$ cat config.mk
export PLATFORM = sky130hd
export DESIGN_NAME = lcd_controller
export DESIGN_NICKNAME = d
export VERILOG_FILES = /design/src/rtl/lcd_controller.sv
export SDC_FILE = /design/constraint.sdc
export NUM_CORES = 1
export LEC_CHECK = 0
export ABC_AREA = 1
export CAP_MARGIN = 25
export CORE_UTILIZATION = 45
export DETAILED_ROUTE_END_ITERATION = 6
export PLACE_DENSITY = 0.81
export SLEW_MARGIN = 20
export SYNTH_ARGS = -nofsm -noshare
export SYNTH_HDL_FRONTEND = slang
export SYNTH_SLANG_ARGS = --single-unit
$ cat constraint.sdc
create_clock -name i_clk -period 1.7 [get_ports i_clk]
set_clock_uncertainty 0.15 [all_clocks]
set_input_delay 0.34 -clock i_clk [delete_from_list [all_inputs] [get_ports i_clk]]
set_output_delay 0.34 -clock i_clk [all_outputs]
set_load 0.05 [all_outputs]
$ cat src/rtl/lcd_controller.sv
// HD44780-style LCD write controller driven by a CPU-mapped register.
// A write strobe either clears the overflow flag or launches one bus
// transaction: setup, enable pulse, hold, then an execution wait whose
// length depends on whether the command is a slow clear/home command.
// Writes arriving while a transaction is still running are dropped and
// recorded in a sticky overflow flag.

module lcd_controller #(
  parameter int T_SETUP = 2,
  parameter int T_EN    = 12,
  parameter int T_HOLD  = 2,
  parameter int T_EXEC  = 2000,
  parameter int T_CLEAR = 82000
) (
  input  logic        i_clk,
  input  logic        i_reset,
  input  logic        i_lcd_we,
  input  logic [31:0] i_lcd_word,
  output logic [7:0]  o_lcd_data,
  output logic        o_lcd_rs,
  output logic        o_lcd_rw,
  output logic        o_lcd_en,
  output logic        o_lcd_on,
  output logic        o_busy,
  output logic [31:0] o_status
);

  // A zero timing parameter still has to occupy one cycle, so every phase
  // length is clamped to at least one.
  localparam int SETUP_LEN = (T_SETUP < 1) ? 1 : T_SETUP;
  localparam int EN_LEN    = (T_EN    < 1) ? 1 : T_EN;
  localparam int HOLD_LEN  = (T_HOLD  < 1) ? 1 : T_HOLD;
  localparam int EXEC_LEN  = (T_EXEC  < 1) ? 1 : T_EXEC;
  localparam int CLEAR_LEN = (T_CLEAR < 1) ? 1 : T_CLEAR;

  // The counter is sized by the longest wait. The short bus phases normally
  // fit easily; the extra max terms only matter for odd parameter sets where
  // a bus phase outlasts both waits, so their load values never truncate.
  localparam int WAIT_MAX  = (CLEAR_LEN > EXEC_LEN) ? CLEAR_LEN : EXEC_LEN;
  localparam int BUS_MAX_A = (SETUP_LEN > EN_LEN) ? SETUP_LEN : EN_LEN;
  localparam int BUS_MAX   = (BUS_MAX_A > HOLD_LEN) ? BUS_MAX_A : HOLD_LEN;
  localparam int CNT_MAX   = (WAIT_MAX > BUS_MAX) ? WAIT_MAX : BUS_MAX;
  localparam int CW        = $clog2(CNT_MAX + 1);

  // The counter is loaded with length-1 on phase entry and the phase ends
  // in the cycle where it reads zero, giving exactly 'length' cycles.
  localparam logic [CW-1:0] SETUP_LOAD = CW'(SETUP_LEN - 1);
  localparam logic [CW-1:0] EN_LOAD    = CW'(EN_LEN - 1);
  localparam logic [CW-1:0] HOLD_LOAD  = CW'(HOLD_LEN - 1);
  localparam logic [CW-1:0] EXEC_LOAD  = CW'(EXEC_LEN - 1);
  localparam logic [CW-1:0] CLEAR_LOAD = CW'(CLEAR_LEN - 1);

  localparam logic [2:0] IDLE  = 3'd0;
  localparam logic [2:0] SETUP = 3'd1;
  localparam logic [2:0] PULSE = 3'd2;
  localparam logic [2:0] HOLD  = 3'd3;
  localparam logic [2:0] WAIT  = 3'd4;

  logic [2:0]    state;
  logic [2:0]    state_nxt;
  logic [CW-1:0] cnt;
  logic [CW-1:0] cnt_nxt;
  logic          overflow;

  logic write_req;
  logic ovf_clear;
  logic ovf_set;
  logic accept;
  logic cnt_zero;
  logic slow_cmd;
  logic word_unused;

  // Only ON, clear-overflow, RS and DATA carry meaning in the CPU word.
  assign word_unused = ^{i_lcd_word[29:10], i_lcd_word[8]};

  assign write_req = i_lcd_we & ~i_lcd_word[30];
  assign ovf_clear = i_lcd_we &  i_lcd_word[30];
  assign accept    = write_req & (state == IDLE);
  assign ovf_set   = write_req & (state != IDLE);
  assign cnt_zero  = (cnt == '0);

  // Clear-display (0x01) and return-home (0x02) need the long wait.
  assign slow_cmd  = ~o_lcd_rs & ((o_lcd_data == 8'h01) | (o_lcd_data == 8'h02));

  // Next-state and counter sequencing through setup, pulse, hold and wait.
  always_comb begin
    state_nxt = state;
    cnt_nxt   = cnt;
    case (state)
      IDLE: begin
        if (accept) begin
          state_nxt = SETUP;
          cnt_nxt   = SETUP_LOAD;
        end
      end
      SETUP: begin
        if (cnt_zero) begin
          state_nxt = PULSE;
          cnt_nxt   = EN_LOAD;
        end else begin
          cnt_nxt = cnt - 1'b1;
        end
      end
      PULSE: begin
        if (cnt_zero) begin
          state_nxt = HOLD;
          cnt_nxt   = HOLD_LOAD;
        end else begin
          cnt_nxt = cnt - 1'b1;
        end
      end
      HOLD: begin
        if (cnt_zero) begin
          state_nxt = WAIT;
          cnt_nxt   = slow_cmd ? CLEAR_LOAD : EXEC_LOAD;
        end else begin
          cnt_nxt = cnt - 1'b1;
        end
      end
      WAIT: begin
        if (cnt_zero) begin
          state_nxt = IDLE;
          cnt_nxt   = '0;
        end else begin
          cnt_nxt = cnt - 1'b1;
        end
      end
      default: begin
        state_nxt = IDLE;
        cnt_nxt   = '0;
      end
    endcase
  end

  // State, counter and the registered EN/busy outputs; reset aborts any
  // transaction and drops EN immediately.
  always_ff @(posedge i_clk or negedge i_reset) begin
    if (!i_reset) begin
      state    <= IDLE;
      cnt      <= '0;
      o_lcd_en <= 1'b0;
      o_busy   <= 1'b0;
    end else begin
      state    <= state_nxt;
      cnt      <= cnt_nxt;
      o_lcd_en <= (state_nxt == PULSE);
      o_busy   <= (state_nxt != IDLE);
    end
  end

  // RS/DATA are captured only when a transaction is accepted, so they stay
  // stable for the whole transaction even if further writes are dropped.
  always_ff @(posedge i_clk or negedge i_reset) begin
    if (!i_reset) begin
      o_lcd_data <= 8'h00;
      o_lcd_rs   <= 1'b0;
    end else if (accept) begin
      o_lcd_data <= i_lcd_word[7:0];
      o_lcd_rs   <= i_lcd_word[9];
    end
  end

  // Power bit follows every CPU write regardless of transaction state.
  always_ff @(posedge i_clk or negedge i_reset) begin
    if (!i_reset) begin
      o_lcd_on <= 1'b0;
    end else if (i_lcd_we) begin
      o_lcd_on <= i_lcd_word[31];
    end
  end

  // Sticky overflow flag; a clear request wins over a simultaneous set.
  always_ff @(posedge i_clk or negedge i_reset) begin
    if (!i_reset) begin
      overflow <= 1'b0;
    end else if (ovf_clear) begin
      overflow <= 1'b0;
    end else if (ovf_set) begin
      overflow <= 1'b1;
    end
  end

  assign o_lcd_rw = 1'b0;
  assign o_status = {o_lcd_on, 29'd0, overflow, o_busy};

endmodule

==> out/qor.yml, run 1 <==
status: "finished, violations left"
violations: "setup timing"
cts_buffer_depth: 2
setup_viol: 1
via_per_inst: 4.91
peakVddDrop_uv: 1460
synth_common_cells: "nand2_1, buf_4, dfrtp_1, inv_1, nor2_1"
ys_seq_area_frac: 0.377
drive_gt1_frac: 0.278
path_buf_inv: 1
netlist_area_mm2: 0.00219
antenna_found_initial: 0
fp.dieW_um: 71.8
cap_violations: 0
dp_hpwl_um: 3440
rrSetupSlack_ns: -0.005
cts_tree: "built"
hold_viol_final: 0
grt.total_usage: 0.190
syn_to_final_growth_pct: 32.2
synth_top_area_frac: 0.377
r2r-start: "cnt[11]"
drc: 0
drt_first_pass_iters: 4
powerDensity_mw_per_mm2: 2120
core_area_mm2: 0.00469
grt-ovfl-total: 0
totalWireLength_um: 5020
rsz0062_at_grt: "yes"
grt_max_degree: 34
avgSynthCellArea_um2: 7.89
portBuffers: 28
cp-start-kind: "register"
critPathTopFamily: "simple AND/OR/NAND/NOR gates"
synth.ff_latch_count: 33
synth_cell_types: 32
fillers: 363
path_clk_slew_ns: 0.07
yosysMostFrequentCell: "nand2_1"
fmax_mhz: 587
diodes: 0
crit_chain: "nor2_1, nand2_2, nor2_4, nand2_4, buf_6, nand2_2, o21ai_1, nand2_1, nand2_1, nand2_1"
drtIter0Drc: 90
rr_endpoint: "cnt[0]"
num_rows: 25
root_buffer: "clkbuf_8"
worst_path_max_delay_cell: "dfrtp_1"
die_y_um: 71.8
slew_violations: 0
critical_path.max_fanout: 8
dominantRegCellSynth: "dfrtp_1"
final_nets: 364
setup_ws_ns: -0.00470
grt_pass1_wl_um: 7590
yosys.area.top_type: "dfrtp_1"
cts_hold_buf: 0
ant_nets: 0
max_stage_delay_ns: 0.42
arrival_ns: 1.78
numCtsBuffers: 5
critPathKind: "register to register"
cts.sinks: 33
fin_total_pwr_mw: 6.16
fp.dieArea_mm2: 0.00515
htreeDepth: 2
path_common_cell: "nand2_1"
finalCritPeriodShare: 1.00
grt_pass1_vias: 1700
wl_per_cell_um: 13.2
initial_core_util: 0.467
synth_warnings: 0
r2r_cells: 10
synth_edf_count: 0
yosys-top-cells-area: "dfrtp_1, nand2_1, buf_4"
period_needed_ns: 1.70
fin_hold_ws_ns: 0.270
io_pins: 80
insertion_delay_ns: 0.29
required_ns: 1.77
p_leak_nw: 1.49
hp-class: "input pin to async pin"
syn_inst: 278
vias: 1870
end_kind: "register"
async_flop_share: 1.00
routabilityCongestion: 0.885
[registers in the layout (all words and copies together), names as in the netlist]
register	count
cnt	17
o_lcd_data	8
state	3
o_busy	1
o_lcd_en	1
o_lcd_on	1
o_lcd_rs	1
overflow	1
[how the worst max path moves through the flow]
stage	cells past startpoint	endpoint	slack, ns	start
after floorplan	8	cnt[9]	0.11	o_lcd_data[1]
after global placement	7	o_lcd_data[6]	-0.25	i_lcd_we
after CTS	9	cnt[1]	0.006	cnt[0]
after global routing	10	state[0]	-0.08	cnt[9]
after detailed placement	7	o_lcd_data[3]	-0.28	i_lcd_we
final	10	cnt[0]	-0.005	cnt[11]
[power by group]
| group | internal, mW | switching (mW) | leakage [nW] |
|---|---|---|---|
| Clock | 0.321 | 0.281 | 0.0443 |
| Sequential | 1.09 | 0.382 | 0.419 |
| Combinational | 1.70 | 2.38 | 1.03 |
[kinds of logic after synthesis]
family | Yosys count | share of synthesized area
compound gates | 22 | 0.0554
xor+xnor | 7 | 0.0280
fa+ha+maj | 2 | 0.0114
buf+inv | 64 | 0.174
flops | 33 | 0.377
mux | 8 | 0.0531
other cells | 1 | 0.00171
simple gates | 141 | 0.300
[through the flow]
| step | setup WS, ns | setup TNS, ns | utilization | cells | cell area (µm²) |
|---|---|---|---|---|---|
| final | -0.00470 | -0.00470 | 0.618 | 381 | 2900 |
| after global routing | -0.0755 | -0.621 | 0.618 | 381 | 2900 |
| after CTS | 0.00554 | 0 | 0.587 | 376 | 2760 |
| after detailed placement | -0.278 | -4.76 | 0.569 | 369 | 2670 |
| after global placement | -0.251 | -3.95 | 0.569 | 369 | 2670 |
| after floorplan | 0.106 | 0 | - | 307 | 2300 |
[worst reg2reg max path: cells and delay by family (launching register included)]
family                 cells  cell delay (ns)
AOI/OAI and AO/OA          1             0.05
buffers and inverters      1             0.14
DFF                        1             0.42
and+or+nand+nor            8             0.87
[layer usage]
layer | vias to the layer above | share of wire | GRT usage
met5 | - | 0 | 0
met4 | 0 | 0.022 | 0.0588
met3 | 11 | 0.047 | 0.0492
met2 | 67 | 0.54 | 0.336
met1 | 882 | 0.39 | 0.226
li1 | 910 | - | -
[final cells by class]
class | instances | area, µm² | share of cell area
Timing Repair Buffer | 49 | 624 | 0.215
Inverter | 28 | 105 | 0.0363
Clock buffer | 7 | 86.3 | 0.0298
Multi-Input combinational cell | 210 | 1190 | 0.410
Sequential cell | 33 | 827 | 0.285
Tap cell | 54 | 67.6 | 0.0233
[cell usage in the layout (no fill, tap or decap), drive strengths merged]
| cell type | n |
|---|---|
| o211ai | 2 |
| nand2 | 75 |
| conb | 30 |
| dfrtp | 33 |
| nand4 | 4 |
| clkdlybuf4s50 | 13 |
| nand3 | 24 |
| nor2 | 33 |
| a21oi | 9 |
| inv | 27 |
| o21ai | 10 |
| clkinv | 1 |
| mux2 | 8 |
| or2 | 1 |
| ha | 2 |
| nor3 | 2 |
| a21o | 1 |
| and2 | 1 |
| clkbuf | 7 |
| xnor2 | 3 |
| buf | 36 |
| xor2 | 4 |
| nor3b | 1 |
[repair_timing]
| item | CTS | global route |
|---|---|---|
| gates resized for setup | 0 | 32 |
| setup buffers | 0 | 5 |
| endpoints found under the setup margin | 0 | 29 |
No activity file was read; power rests on OpenSTA's default activity.
==> run 2: changes to the inputs <==
CORE_ASPECT_RATIO = 2   (was unset)
GPL_TIMING_DRIVEN = 0   (was unset)
==> run 2 against run 1 <==
Against the previous run: the run still ends with setup timing left; first-iteration DRC count is 38% lower; hold slack better by 0.0074 ns; wire length is 11% higher; global-route usage is 2.0 points higher; non-clock buffer count is 28 higher; fmax is 0.90% lower; worst setup slack worse by 0.016 ns; sequential power is 5% lower; critical endpoint is now cnt[16]; highest routed layer unchanged.
==> out/qor.yml, run 2 (synthesized netlist as in run 1, its figures left out) <==
die_y_um: 101  # +40%
cp-start-kind: "register"
core_area_mm2: 0.00464  # -1.1%
r2r-start: "cnt[0]"
grt-ovfl-total: 0  # unchanged
fp.dieW_um: 51.4  # -28%
hp-class: "input pin to register"
numCtsBuffers: 5  # unchanged
initial_core_util: 0.472  # +0.00504
htreeDepth: 2  # unchanged
violations: "setup timing"
finalCritPeriodShare: 1.01  # +0.00915
mostFrequentLayoutCells: "nand2_1, buf_4, dfrtp_1"
fp.dieArea_mm2: 0.00517  # +0.32%
grt_max_degree: 25  # -26%
startpoint: "cnt[0]"
slew_violations: 0  # unchanged
io_pins: 80  # unchanged
cts_tree: "built"
vias: 2009  # +7.4%
totalWireLength_um: 5560  # +11%
cap_violations: 0  # unchanged
stdcell_area_mm2: 0.00298  # +2.8%
grt_pass1_vias: 1883  # +11%
regMostFlops: "cnt"
diodes: 0  # unchanged
dpl_cell_area_mm2: 0.00267  # +0.14%
rrSetupSlack_ns: -0.02  # -0.02 ns
drc: 0  # unchanged
num_rows: 35  # +40%
grt.total_usage: 0.210  # +0.0199
p_sw_mw: 3.08  # +1.3%
hold_viol_final: 0  # unchanged
powerDensity_mw_per_mm2: 1980  # -7.0%
insertion_delay_ns: 0.29  # about the same
setup_ws_ns: -0.0203  # -0.0156 ns
p_seq_frac: 0.236  # -0.003
period_needed_ns: 1.72  # +0.0156 ns
path_clk_slew_ns: 0.07  # about the same
r2r_cells: 9  # -1
antenna_found_initial: 0  # unchanged
wl_per_cell_um: 13.5  # +2.7%
p_sw_frac: 0.524  # +0.0294
critPathKind: "register to register"
arrival_ns: 1.76  # -0.02 ns
routabilityCongestion: 0.815  # -8.0%
root_buffer: "clkbuf_8"
final_common_cell: "nand2_1"
via_per_inst: 4.89  # -0.41%
p_leak_nw: 1.60  # +7.3%
combPwrFrac: 0.650  # -0.013
crit_end: "cnt[16]"
required_ns: 1.74  # -0.03 ns
fmax_mhz: 581  # -0.90%
status: "finished, violations left"
end_kind: "register"
portBuffers: 28  # unchanged
p_int_mw: 2.80  # -10%
cts.sinks: 33  # unchanged
grt_pass1_wl_um: 8050  # +6.0%
rr_endpoint: "cnt[16]"
largestRegisters: "cnt: 17 flops, o_lcd_data: 8 flops, state: 3 flops"
cts_buffer_depth: 2  # unchanged
ant_nets: 0  # unchanged
clockPowerShare: 0.114  # +0.016
drtIter0Drc: 56  # -38%
fin_total_pwr_mw: 5.88  # -4.4%
dp_hpwl_um: 3630  # +5.5%
drive_gt1_frac: 0.348  # +0.0700
rsz0062_at_grt: "yes"
drt_first_pass_iters: 4  # unchanged
largest_register_ffs: 17  # unchanged
peakVddDrop_uv: 1610  # +10%
setup_viol: 3  # +2
final_nets: 392  # +7.7%
syn_to_final_growth_pct: 35.9
critical_path.max_fanout: 5  # -3
run 2: cell types whose count changed in the layout (fill, tap and decap cells not counted), moves of 2 or more:
| cell | delta |
|---|---|
| clkbuf_2 | +7 |
| clkdlybuf4s50_1 | -2 |
| buf_4 | +28 |
| nor2_1 | -3 |
| clkinv_2 | +2 |
| buf_12 | -17 |
| clkdlybuf4s15_1 | +2 |
| nor2_2 | +2 |
| clkdlybuf4s15_2 | +2 |
| nand2_2 | +3 |
| nand2_1 | -2 |
| dlygate4sd2_1 | +4 |
run 2: power groups by stage:
stage | Combinational (mW) | Clock [mW] | Sequential, mW
floorplan | 2.08 | 0 | 1.78
global placement | 3.22 | 0 | 1.36
detailed placement | 3.30 | 0 | 1.37
CTS | 3.34 | 0.681 | 1.36
global route | 4.12 | 0.708 | 1.43
finish | 3.82 | 0.673 | 1.39
run 2: per-layer routing:
layer	wire length (µm)	track usage
met5	0	0
met4	255	0.127
met3	259	0.0362
met2	3290	0.407
met1	1760	0.191
run 2: metrics by stage:
step,hold WS [ns],setup WS (ns),cells,setup TNS [ns],utilization
6_report,0.278,-0.0203,411,-0.0334,0.642
3_5_place_dp,0.0873,-0.352,391,-8.00,0.576
3_3_place_gp,0.339,-0.549,390,-25.11,0.571
4_1_cts,0.282,0.00269,402,0,0.606
2_1_floorplan,-0.106,0.106,307,0,-
5_1_grt,0.299,-0.100,411,-0.832,0.642
run 2: worst min-delay path by stage:
stage	from	end	slack, ns	cells past startpoint
floorplan	i_reset	cnt[0]	-0.11	0
global placement	o_lcd_on	o_lcd_on	0.34	2
detailed placement	i_reset	o_lcd_data[2]	0.09	1
CTS	i_lcd_we	overflow	0.28	2
global route	i_lcd_we	overflow	0.30	2
finish	i_lcd_we	overflow	0.28	2
run 2: critical path, stage by stage (launching register included):
cell,delay (ns)
dfrtp_1,0.40
inv_2,0.13
ha_4,0.15
nand3_4,0.10
nor2_4,0.18
nand2_4,0.13
nor2_4,0.14
o21ai_1,0.10
nand2_1,0.09
nand2_1,0.05
run 2: final cells by class:
| cell class | instances | area (µm²) |
|---|---|---|
| repair buffers | 41 | 373 |
| plain buffers | 36 | 285 |
| inverters | 28 | 106 |
| multi-input cells | 210 | 1220 |
| fillers | 395 | 1660 |
| well taps | 55 | 68.8 |
| clock buffers | 7 | 96.3 |
| clock inverters | 1 | 5.00 |
| flip-flops and latches | 33 | 828 |
run 2: timing repair:
item	in CTS	in global routing
cloned	0	1
hold endpoints to repair	9	0
setup endpoints to repair	33	37
resized for setup	37	42
setup buffers	2	8
hold buffers	1	0
pin swaps	2	11
